File: config.mk
export PLATFORM = sky130hd
export DESIGN_NAME = alu_mdu_unit
export DESIGN_NICKNAME = d
export VERILOG_FILES = /design/src/rtl/alu_pkg.sv /design/src/rtl/mdu_iter.sv /design/src/rtl/alu_mdu_unit.sv
export SDC_FILE = /design/constraint.sdc
export NUM_CORES = 1
export LEC_CHECK = 0
export ABC_AREA = 1
export CAP_MARGIN = 20
export CORE_MARGIN = 10
export CORE_UTILIZATION = 49
export CTS_CLUSTER_DIAMETER = 50
export CTS_CLUSTER_SIZE = 40
export DETAILED_ROUTE_END_ITERATION = 6
export PLACE_DENSITY = 0.69
export SLEW_MARGIN = 0
export SYNTH_ARGS = -nofsm -noshare
export SYNTH_HDL_FRONTEND = slang
export SYNTH_SLANG_ARGS = --single-unit
File: constraint.sdc
create_clock -name clk -period 1.79 [get_ports clk]
set_input_delay 0.358 -clock clk [delete_from_list [all_inputs] [get_ports clk]]
set_output_delay 0.358 -clock clk [all_outputs]
set_load 0.01 [all_outputs]
File: src/rtl/alu_pkg.sv
// Shared encodings for alu_mdu_unit: ALU select codes, alu_op/funct3 constants,
// FSM state type and the request decoder used at accept time.
package alu_pkg;

  typedef enum logic [3:0] {
    SEL_AND  = 4'd0,
    SEL_OR   = 4'd1,
    SEL_XOR  = 4'd2,
    SEL_ADD  = 4'd3,
    SEL_SUB  = 4'd4,
    SEL_SLT  = 4'd5,
    SEL_SLTU = 4'd6,
    SEL_SLLI = 4'd7,
    SEL_SRLI = 4'd8,
    SEL_SRAI = 4'd9,
    SEL_SLL  = 4'd10,
    SEL_SRL  = 4'd11,
    SEL_SRA  = 4'd12,
    SEL_MDU  = 4'd13
  } alu_sel_e;

  localparam logic [1:0] OP_ADD = 2'b00;
  localparam logic [1:0] OP_SUB = 2'b01;
  localparam logic [1:0] OP_R   = 2'b10;
  localparam logic [1:0] OP_I   = 2'b11;

  localparam logic [2:0] F3_ADD  = 3'b000;
  localparam logic [2:0] F3_SLL  = 3'b001;
  localparam logic [2:0] F3_SLT  = 3'b010;
  localparam logic [2:0] F3_SLTU = 3'b011;
  localparam logic [2:0] F3_XOR  = 3'b100;
  localparam logic [2:0] F3_SR   = 3'b101;
  localparam logic [2:0] F3_OR   = 3'b110;
  localparam logic [2:0] F3_AND  = 3'b111;

  localparam logic [2:0] F3_MUL    = 3'b000;
  localparam logic [2:0] F3_MULH   = 3'b001;
  localparam logic [2:0] F3_MULHSU = 3'b010;
  localparam logic [2:0] F3_MULHU  = 3'b011;
  localparam logic [2:0] F3_DIV    = 3'b100;
  localparam logic [2:0] F3_DIVU   = 3'b101;
  localparam logic [2:0] F3_REM    = 3'b110;
  localparam logic [2:0] F3_REMU   = 3'b111;

  typedef enum logic [1:0] {ST_IDLE, ST_BUSY, ST_DONE} state_e;

  typedef struct packed {
    alu_sel_e sel;
    logic     illegal;
    logic     is_m;
  } dec_t;

  function automatic dec_t decode(input logic [1:0] alu_op, input logic [2:0] f3,
                                  input logic f7_5, input logic f7_0, input logic mdu_en);
    dec_t d;
    d.sel     = SEL_AND;
    d.illegal = 1'b0;
    d.is_m    = 1'b0;
    case (alu_op)
      OP_ADD: d.sel = SEL_ADD;
      OP_SUB: d.sel = SEL_SUB;
      OP_R: begin
        if (f7_0) begin
          if (mdu_en && !f7_5) begin
            d.sel  = SEL_MDU;
            d.is_m = 1'b1;
          end else begin
            d.illegal = 1'b1;
          end
        end else begin
          case (f3)
            F3_ADD:  d.sel = f7_5 ? SEL_SUB : SEL_ADD;
            F3_SLL:  d.sel = SEL_SLL;
            F3_SLT:  d.sel = SEL_SLT;
            F3_SLTU: d.sel = SEL_SLTU;
            F3_XOR:  d.sel = SEL_XOR;
            F3_SR:   d.sel = f7_5 ? SEL_SRA : SEL_SRL;
            F3_OR:   d.sel = SEL_OR;
            F3_AND:  d.sel = SEL_AND;
          endcase
          // inst[30] only distinguishes sub and sra; anywhere else it is a bad encoding
          if (f7_5 && f3 != F3_ADD && f3 != F3_SR) d.illegal = 1'b1;
        end
      end
      default: begin
        case (f3)
          F3_ADD:  d.sel = SEL_ADD;
          F3_SLL:  d.sel = SEL_SLLI;
          F3_SLT:  d.sel = SEL_SLT;
          F3_SLTU: d.sel = SEL_SLTU;
          F3_XOR:  d.sel = SEL_XOR;
          F3_SR:   d.sel = f7_5 ? SEL_SRAI : SEL_SRLI;
          F3_OR:   d.sel = SEL_OR;
          F3_AND:  d.sel = SEL_AND;
        endcase
        if (f7_5 && f3 == F3_SLL) d.illegal = 1'b1;
      end
    endcase
    if (d.illegal) d.sel = SEL_AND;
    return d;
  endfunction

endpackage

File: src/rtl/mdu_iter.sv
// Iterative multiply/divide: one bit per cycle on operand magnitudes, then a
// combinational sign fixup read by the parent in the final BUSY cycle.
module mdu_iter
  import alu_pkg::*;
#(
  parameter int XLEN = 32
) (
  input  logic            clk,
  input  logic            rst_n,
  input  logic            start,
  input  logic            abort,
  input  logic [2:0]      funct3,
  input  logic [XLEN-1:0] op_a,
  input  logic [XLEN-1:0] op_b,
  output logic            done,
  output logic [XLEN-1:0] result
);

  localparam int CW = $clog2(XLEN + 1);

  logic            busy;
  logic [CW-1:0]   cnt;
  logic [XLEN-1:0] hi, lo, mb;
  logic            is_div, sel_hi, neg_q, neg_r, div0;

  logic            a_sgn, b_sgn, a_neg, b_neg;
  logic [XLEN-1:0] ma_in, mb_in;

  // hi:lo is the product accumulator for multiplies and remainder:quotient for divides
  function automatic logic [2*XLEN-1:0] step(input logic [XLEN-1:0] h, input logic [XLEN-1:0] l,
                                             input logic [XLEN-1:0] m, input logic dv);
    logic [XLEN:0] sum;
    logic [XLEN:0] rp;
    if (!dv) begin
      sum = l[0] ? ({1'b0, h} + {1'b0, m}) : {1'b0, h};
      return {sum, l[XLEN-1:1]};
    end
    rp = {h, l[XLEN-1]};
    if (rp >= {1'b0, m}) return {XLEN'(rp - {1'b0, m}), l[XLEN-2:0], 1'b1};
    return {rp[XLEN-1:0], l[XLEN-2:0], 1'b0};
  endfunction

  always_comb begin
    a_sgn = (funct3 == F3_MULH) || (funct3 == F3_MULHSU) || (funct3 == F3_DIV) || (funct3 == F3_REM);
    b_sgn = (funct3 == F3_MULH) || (funct3 == F3_DIV) || (funct3 == F3_REM);
    a_neg = a_sgn && op_a[XLEN-1];
    b_neg = b_sgn && op_b[XLEN-1];
    ma_in = a_neg ? -op_a : op_a;
    mb_in = b_neg ? -op_b : op_b;
  end

  always_ff @(posedge clk or negedge rst_n) begin
    if (!rst_n) begin
      busy   <= 1'b0;
      cnt    <= '0;
      hi     <= '0;
      lo     <= '0;
      mb     <= '0;
      is_div <= 1'b0;
      sel_hi <= 1'b0;
      neg_q  <= 1'b0;
      neg_r  <= 1'b0;
      div0   <= 1'b0;
    end else if (abort) begin
      busy <= 1'b0;
      cnt  <= '0;
    end else if (start) begin
      // first bit is processed straight from the operands so the last iteration
      // lands one cycle before the fixup result is captured
      busy      <= 1'b1;
      cnt       <= CW'(1);
      {hi, lo}  <= step('0, ma_in, mb_in, funct3[2]);
      mb        <= mb_in;
      is_div    <= funct3[2];
      sel_hi    <= funct3[2] ? funct3[1] : (funct3[1:0] != 2'b00);
      neg_q     <= a_neg ^ b_neg;
      neg_r     <= a_neg;
      div0      <= (op_b == '0);
    end else if (busy) begin
      if (cnt == CW'(XLEN)) begin
        busy <= 1'b0;
        cnt  <= '0;
      end else begin
        {hi, lo} <= step(hi, lo, mb, is_div);
        cnt      <= cnt + 1'b1;
      end
    end
  end

  assign done = busy && (cnt == CW'(XLEN));

  always_comb begin
    if (!is_div) begin
      // high half of -{hi,lo}: carry into the top only when the low half is zero
      if (sel_hi) result = neg_q ? (~hi + {{(XLEN-1){1'b0}}, (lo == '0)}) : hi;
      else        result = lo;
    end else if (sel_hi) begin
      result = neg_r ? -hi : hi;
    end else if (div0) begin
      result = '1;
    end else begin
      result = neg_q ? -lo : lo;
    end
  end

endmodule

File: src/rtl/alu_mdu_unit.sv
// ALU with optional iterative M-extension unit; define MDU_EN to build the
// mul/div datapath, otherwise M encodings decode as illegal and all ops take one cycle.
module alu_mdu_unit
  import alu_pkg::*;
#(
  parameter int XLEN = 32
) (
  input  logic            clk,
  input  logic            rst_n,
  input  logic            flush,
  input  logic            valid_in,
  output logic            ready_out,
  input  logic [1:0]      alu_op,
  input  logic [2:0]      funct3,
  input  logic            funct7_5,
  input  logic            funct7_0,
  input  logic [XLEN-1:0] op_a,
  input  logic [XLEN-1:0] op_b,
  output logic [XLEN-1:0] result,
  output logic [3:0]      alu_sel,
  output logic            illegal_op,
  output logic            valid_out,
  input  logic            ready_in
);

  localparam int SHW = $clog2(XLEN);
`ifdef MDU_EN
  localparam logic MDU_ON = 1'b1;
`else
  localparam logic MDU_ON = 1'b0;
`endif

  state_e          state;
  dec_t            dec;
  logic            accept;
  logic [SHW-1:0]  shamt;
  logic [XLEN-1:0] alu_res;
  logic            mdu_done;
  logic [XLEN-1:0] mdu_res;

  assign ready_out = (state == ST_IDLE);
  assign accept    = valid_in && ready_out && !flush;
  assign shamt     = op_b[SHW-1:0];

  always_comb dec = decode(alu_op, funct3, funct7_5, funct7_0, MDU_ON);

  always_comb begin
    alu_res = '0;
    case (dec.sel)
      SEL_AND:            alu_res = op_a & op_b;
      SEL_OR:             alu_res = op_a | op_b;
      SEL_XOR:            alu_res = op_a ^ op_b;
      SEL_ADD:            alu_res = op_a + op_b;
      SEL_SUB:            alu_res = op_a - op_b;
      SEL_SLT:            alu_res = {{(XLEN-1){1'b0}}, ($signed(op_a) < $signed(op_b))};
      SEL_SLTU:           alu_res = {{(XLEN-1){1'b0}}, (op_a < op_b)};
      SEL_SLL, SEL_SLLI:  alu_res = op_a << shamt;
      SEL_SRL, SEL_SRLI:  alu_res = op_a >> shamt;
      SEL_SRA, SEL_SRAI:  alu_res = $unsigned($signed(op_a) >>> shamt);
      default:            alu_res = '0;
    endcase
  end

`ifdef MDU_EN
  mdu_iter #(.XLEN(XLEN)) u_mdu (
    .clk    (clk),
    .rst_n  (rst_n),
    .start  (accept && dec.is_m),
    .abort  (flush),
    .funct3 (funct3),
    .op_a   (op_a),
    .op_b   (op_b),
    .done   (mdu_done),
    .result (mdu_res)
  );
`else
  assign mdu_done = 1'b0;
  assign mdu_res  = '0;
`endif

  always_ff @(posedge clk or negedge rst_n) begin
    if (!rst_n) begin
      state      <= ST_IDLE;
      result     <= '0;
      alu_sel    <= '0;
      illegal_op <= 1'b0;
      valid_out  <= 1'b0;
    end else if (flush) begin
      state     <= ST_IDLE;
      valid_out <= 1'b0;
    end else begin
      case (state)
        ST_IDLE: begin
          if (valid_in) begin
            alu_sel    <= dec.sel;
            illegal_op <= dec.illegal;
            if (dec.is_m) begin
              state <= ST_BUSY;
            end else begin
              result    <= dec.illegal ? '0 : alu_res;
              valid_out <= 1'b1;
              state     <= ST_DONE;
            end
          end
        end
        ST_BUSY: begin
          if (mdu_done) begin
            result    <= mdu_res;
            valid_out <= 1'b1;
            state     <= ST_DONE;
          end
        end
        ST_DONE: begin
          if (ready_in) begin
            valid_out <= 1'b0;
            state     <= ST_IDLE;
          end
        end
        default: state <= ST_IDLE;
      endcase
    end
  end

endmodule

==> results of run 1 <==
stage by stage:
step	instance area, sq um	util
2_1_floorplan	12900	-
3_3_place_gp	18000	0.718
3_5_place_dp	18000	0.718
4_1_cts	21400	0.854
cells by family after synthesis:
group           Yosys count
simple gates           1673
buf+inv                 431
xor+xnor                 23
flops                    38
compound gates          270
fa+ha+maj                99
Yosys cell counts (4+ instances only):
cell type / count / area, sq um
nand2_1: 994 / 3730
nand3_1: 329 / 1650
inv_1: 296 / 1110
nor2_1: 275 / 1030
o21ai_0: 119 / 596
ha_1: 97 / 1210
clkbuf_1: 82 / 308
a21oi_1: 74 / 370
dfrtp_1: 38 / 951
o211ai_1: 27 / 203
o21ai_1: 24 / 120
xor2_1: 23 / 201
buf_2: 19 / 95.1
nand4_1: 18 / 113
buf_1: 16 / 60.1
nor3_1: 13 / 65.1
nand3b_1: 11 / 82.6
nand2_2: 10 / 62.6
o21a_1: 8 / 60.1
o21bai_1: 7 / 52.6
and2_1: 6 / 37.5
buf_4: 6 / 45.0
nor2_2: 6 / 37.5
inv_2: 5 / 18.8
buf_6: 4 / 45.0
or2_2: 4 / 25.0
repair_timing:
item	CTS
pin swaps	288
cloned	6
setup buffers	105
setup endpoints to repair	35
resized for setup	1002
hold buffers	0
metal layers:
metal / global-route usage / GRT overflow
met1: 0.719 / 0
met2: 0.853 / 53
met3: 0.628 / 4
met4: 0.718 / 33
met5: 0.265 / 0
==> results.yml, run 1 <==
status:
  status: "did not finish"
  stop_stage: "global routing"
  error_line: "[ERROR GRT-0232] Routing congestion too high. Check the congestion heatmap in the GUI."
synthesis:
  yosysWarnings: 0
  ys_types: 39
  syn_area_sq_um: 12500
  synth_flop_cell: "dfrtp_1"
  syn_inst: 2534
  synth_top_family_by_area: "simple AND/OR/NAND/NOR gates"
  async_flop_share: 1.00
  synth-simple-area-share: 0.552
  synthXorXnorAreaFrac: 0.0161
  synth_compound_area_frac: 0.120
  synth-seq-cells: 38
  synth_fa_ha_area_frac: 0.100
  synthMuxAreaShare: 0
  seq_area_frac_synth: 0.0761
  synth_nets: 2709
  avgSynthCellArea_sq_um: 4.93
  synth_edf_count: 0
die:
  rows: 58
  io_pins: 115
  initial_utilization: 0.497
  die_w_um: 180
  dieHeight_um: 180
global_route:
  grt_start_max_net_pins: 69
  grt.overflow.total: 90
  track_usage: 0.725
timing:
  worst_endpoint: "result[0]$_DFFE_PN0P_/D"
  timing.worst_endpoint.kind: "sequential cell input"
place:
  io_buffer_count: 114
  dp_cells: 3401
  hpwl_um: 54500
  pre_cts_slack_ns: -1.49
  place_congestion: 1.15
clock_tree:
  cts_root_buf: "clkbuf_16"
  cts_buffers: 5
  clock_path_buffers: 2
  htree_levels: 2
  clkSinkCount: 38
==> run 2: changes to the inputs <==
- CORE_UTILIZATION: 49 -> 34
- CTS_CLUSTER_DIAMETER: 50 -> default
- CTS_CLUSTER_SIZE: 40 -> default
- PLACE_DENSITY: 0.69 -> default
- PLACE_DENSITY_LB_ADDON: default -> 0.15
==> results.yml, run 2 <==
detailed_routing:
  vias: 19567
  wire_per_inst_um: 21.0
  drtIter0Drc: 1783
  vias_per_cell: 5.30
  first_pass_iters: 7
  wl_um: 77300
  antenna_left: 0
  drc: 0
timing:
  maxSlewHeadroom: 0.533
  setup_violations: 32
  setup_tns_ns: -13.06
  period_minus_slack_ns: 2.28
  fmax_ghz: 0.440
  skew_ns: 0.00423
  hold_viol: 0
  fin_ws_ns: -0.485
  rsz0062_at_grt: "yes"
  post-route-period-util: 1.27
  report.final.slew_viol_count: 0
  tightest_slew_ns: 0.700
synthesis:
  yosysWarnings: 0
  yosysTopAreaCellShare: 0.299
  async_flop_share: 1.00
  syn_area_sq_um: 12500
  synth_compound_area_frac: 0.120
  synth_nets: 2709
  syn_inst: 2534
  synth-simple-area-share: 0.552
  avgSynthCellArea_sq_um: 4.93
  yosys.area.top_type: "nand2_1"
  synth_fa_ha_area_frac: 0.100
  ys_types: 39
  synth-seq-cells: 38
  seq_area_frac_synth: 0.0761
  synth_most_common_cell: "nand2_1"
  synthMuxAreaShare: 0
  synth_flop_cell: "dfrtp_1"
  synth_top_family_by_area: "simple AND/OR/NAND/NOR gates"
  synthXorXnorAreaFrac: 0.0161
  ys_top_cells_by_count: "994 x nand2_1, 329 x nand3_1, 296 x inv_1, 275 x nor2_1, 119 x o21ai_0"
  synth_edf_count: 0
  yosys-top-cells-area: "nand2_1 30%, nand3_1 13%, ha_1 9.7%"
die:
  io_pins: 115
  dieHeight_um: 212
  fp.dieArea_sq_um: 44800
  core-area_sq_um: 36400
  initial_utilization: 0.343
  die_w_um: 212
  rows: 70
finish:
  areaGrowthSynthToFinish_pct: 87.2
  largest_register_ffs: 32
  layout_commonest_cell: "nand2_1"
  nets: 3395
  post_route_cells_drive_above_1_share: 0.493
  final_cell_mix: "734 x nand2_1, 577 x buf_4, 233 x nand3_1"
  fin_cells: 3689
  reg_top3: "result x32, alu_sel x4"
  largest_register: "result"
  antenna_cells: 0
global_route:
  grt_pass1_wl_um: 109000
  grt_pass1_vias: 17807
  antenna_found_initial: 2
  track_usage: 0.320
  grt.overflow.total: 0
  grt_start_max_net_pins: 61
place:
  hpwl_um: 60800
  dp_cells: 3597
  io_buffer_count: 114
  place_congestion: 0.996
pwr:
  vdd_drop_max_uv: 379
  p_per_area_nw_per_um2: 462
  power.leakage_nw: 12.2
clock_tree:
  holdBufCountCts: 0
  tritoncts: "yes"
  htree_levels: 2
  clkLatencyLatePin_ns: 0.29
  clkSinkCount: 38
  cts_buffers: 5
  cts_root_buf: "clkbuf_16"
  clk_pin_slew_ns: 0.07
  clock_path_buffers: 2
worst_setup_path:
  timing_worst_setup_path_type: "in -> reg"
  required_ns: 1.98
  cp.arrival_ns: 2.46
  endpoint_kind: "flip-flop"
  start_kind: "input pin"
  crit_path_max_fanout: 6
run:
  max_cap_violations: 0
worst_hold_path:
  min_path_type: "in -> async"
status:
  status: "complete, but fails checks"
  violations: "setup timing"
## run 2: per-layer routing
layer / part of all wire / global-route usage / up-vias
met5: 0.00035 / 0 / -
met4: 0.045 / 0.111 / 4
met3: 0.082 / 0.0524 / 143
met2: 0.44 / 0.502 / 897
met1: 0.44 / 0.435 / 9155
li1: - / - / 9368
## run 2: what timing repair did
item,4_1_cts,5_1_grt
setup buffers,56,33
gates cloned,2,7
pin swaps,210,260
gates resized for setup,869,537
setup endpoints to repair,35,32
## run 2: stage by stage
step | total power, mW | setup WS, ns | cell area (sq um) | hold slack, ns | utilization
after floorplan | 4.18 | -0.560 | 12900 | 0.0624 | -
after global placement | 7.81 | -1.55 | 18700 | 0.455 | 0.513
after detailed placement | 7.82 | -1.55 | 18700 | 0.458 | 0.513
after CTS | 9.78 | -0.423 | 21400 | 0.146 | 0.588
after global routing | 11.4 | -0.547 | 23400 | 0.175 | 0.642
final | 10.8 | -0.485 | 23400 | 0.131 | 0.642
## run 2: worst paths after layout
check                           from          to  slack [ns]  cells after the start
setup reg to reg           valid_out  result[31]        0.44                      7
min in group clk           result[7]   result[7]        0.47                      2
setup / recovery           funct3[2]  result[17]       -0.49                     20
hold / removal                 rst_n   result[2]        0.13                      2
hold reg to reg            result[7]   result[7]        0.47                      2
max in group asynchronous      rst_n  result[31]        1.28                      2
## run 2: power by group
group	leakage [nW]	internal (mW)	total [mW]	switching [mW]
combinational	11.6	3.79	8.63	4.84
sequential	0.494	1.06	1.23	0.172
clock	0.0729	0.553	0.953	0.400
total	12.2	5.40	10.8	5.41
## run 2: area by class of cell
type                            count  area, sq um
Clock buffer                        6          139
Multi-Input combinational cell   2065        13500
Clock inverter                      2         12.5
Sequential cell                    38          951
Tap cell                          468          586
Fill cell                        3532        13100
Inverter                          304         1240
Timing Repair inverter              1         7.51
Timing Repair Buffer              805         6980
## run 2: logic make-up after synthesis
family	after synthesis
xor gates and xnor gates	23
AOI/OAI and AO/OA	270
DFF	38
and+or+nand+nor	1673
adders and majority gates	99
buffers and inverters	431
## run 2: worst max-delay path, stage by stage
cell and delay [ns]:
buf_12 0.11, nor2_4 0.17, nand2_2 0.08, nand3_2 0.08, nand2_4 0.07, nand2_4 0.08
nand2_4 0.07, nor2_4 0.22, nand2_4 0.11, nand2_8 0.11, nand2_8 0.10, buf_12 0.17
buf_4 0.15, nand3_2 0.06, nand2_1 0.06, nor2_2 0.14, buf_6 0.14, nand3_4 0.07
nand2_2 0.06, nand2_1 0.04
No activity file was read; power rests on OpenSTA's default activity.
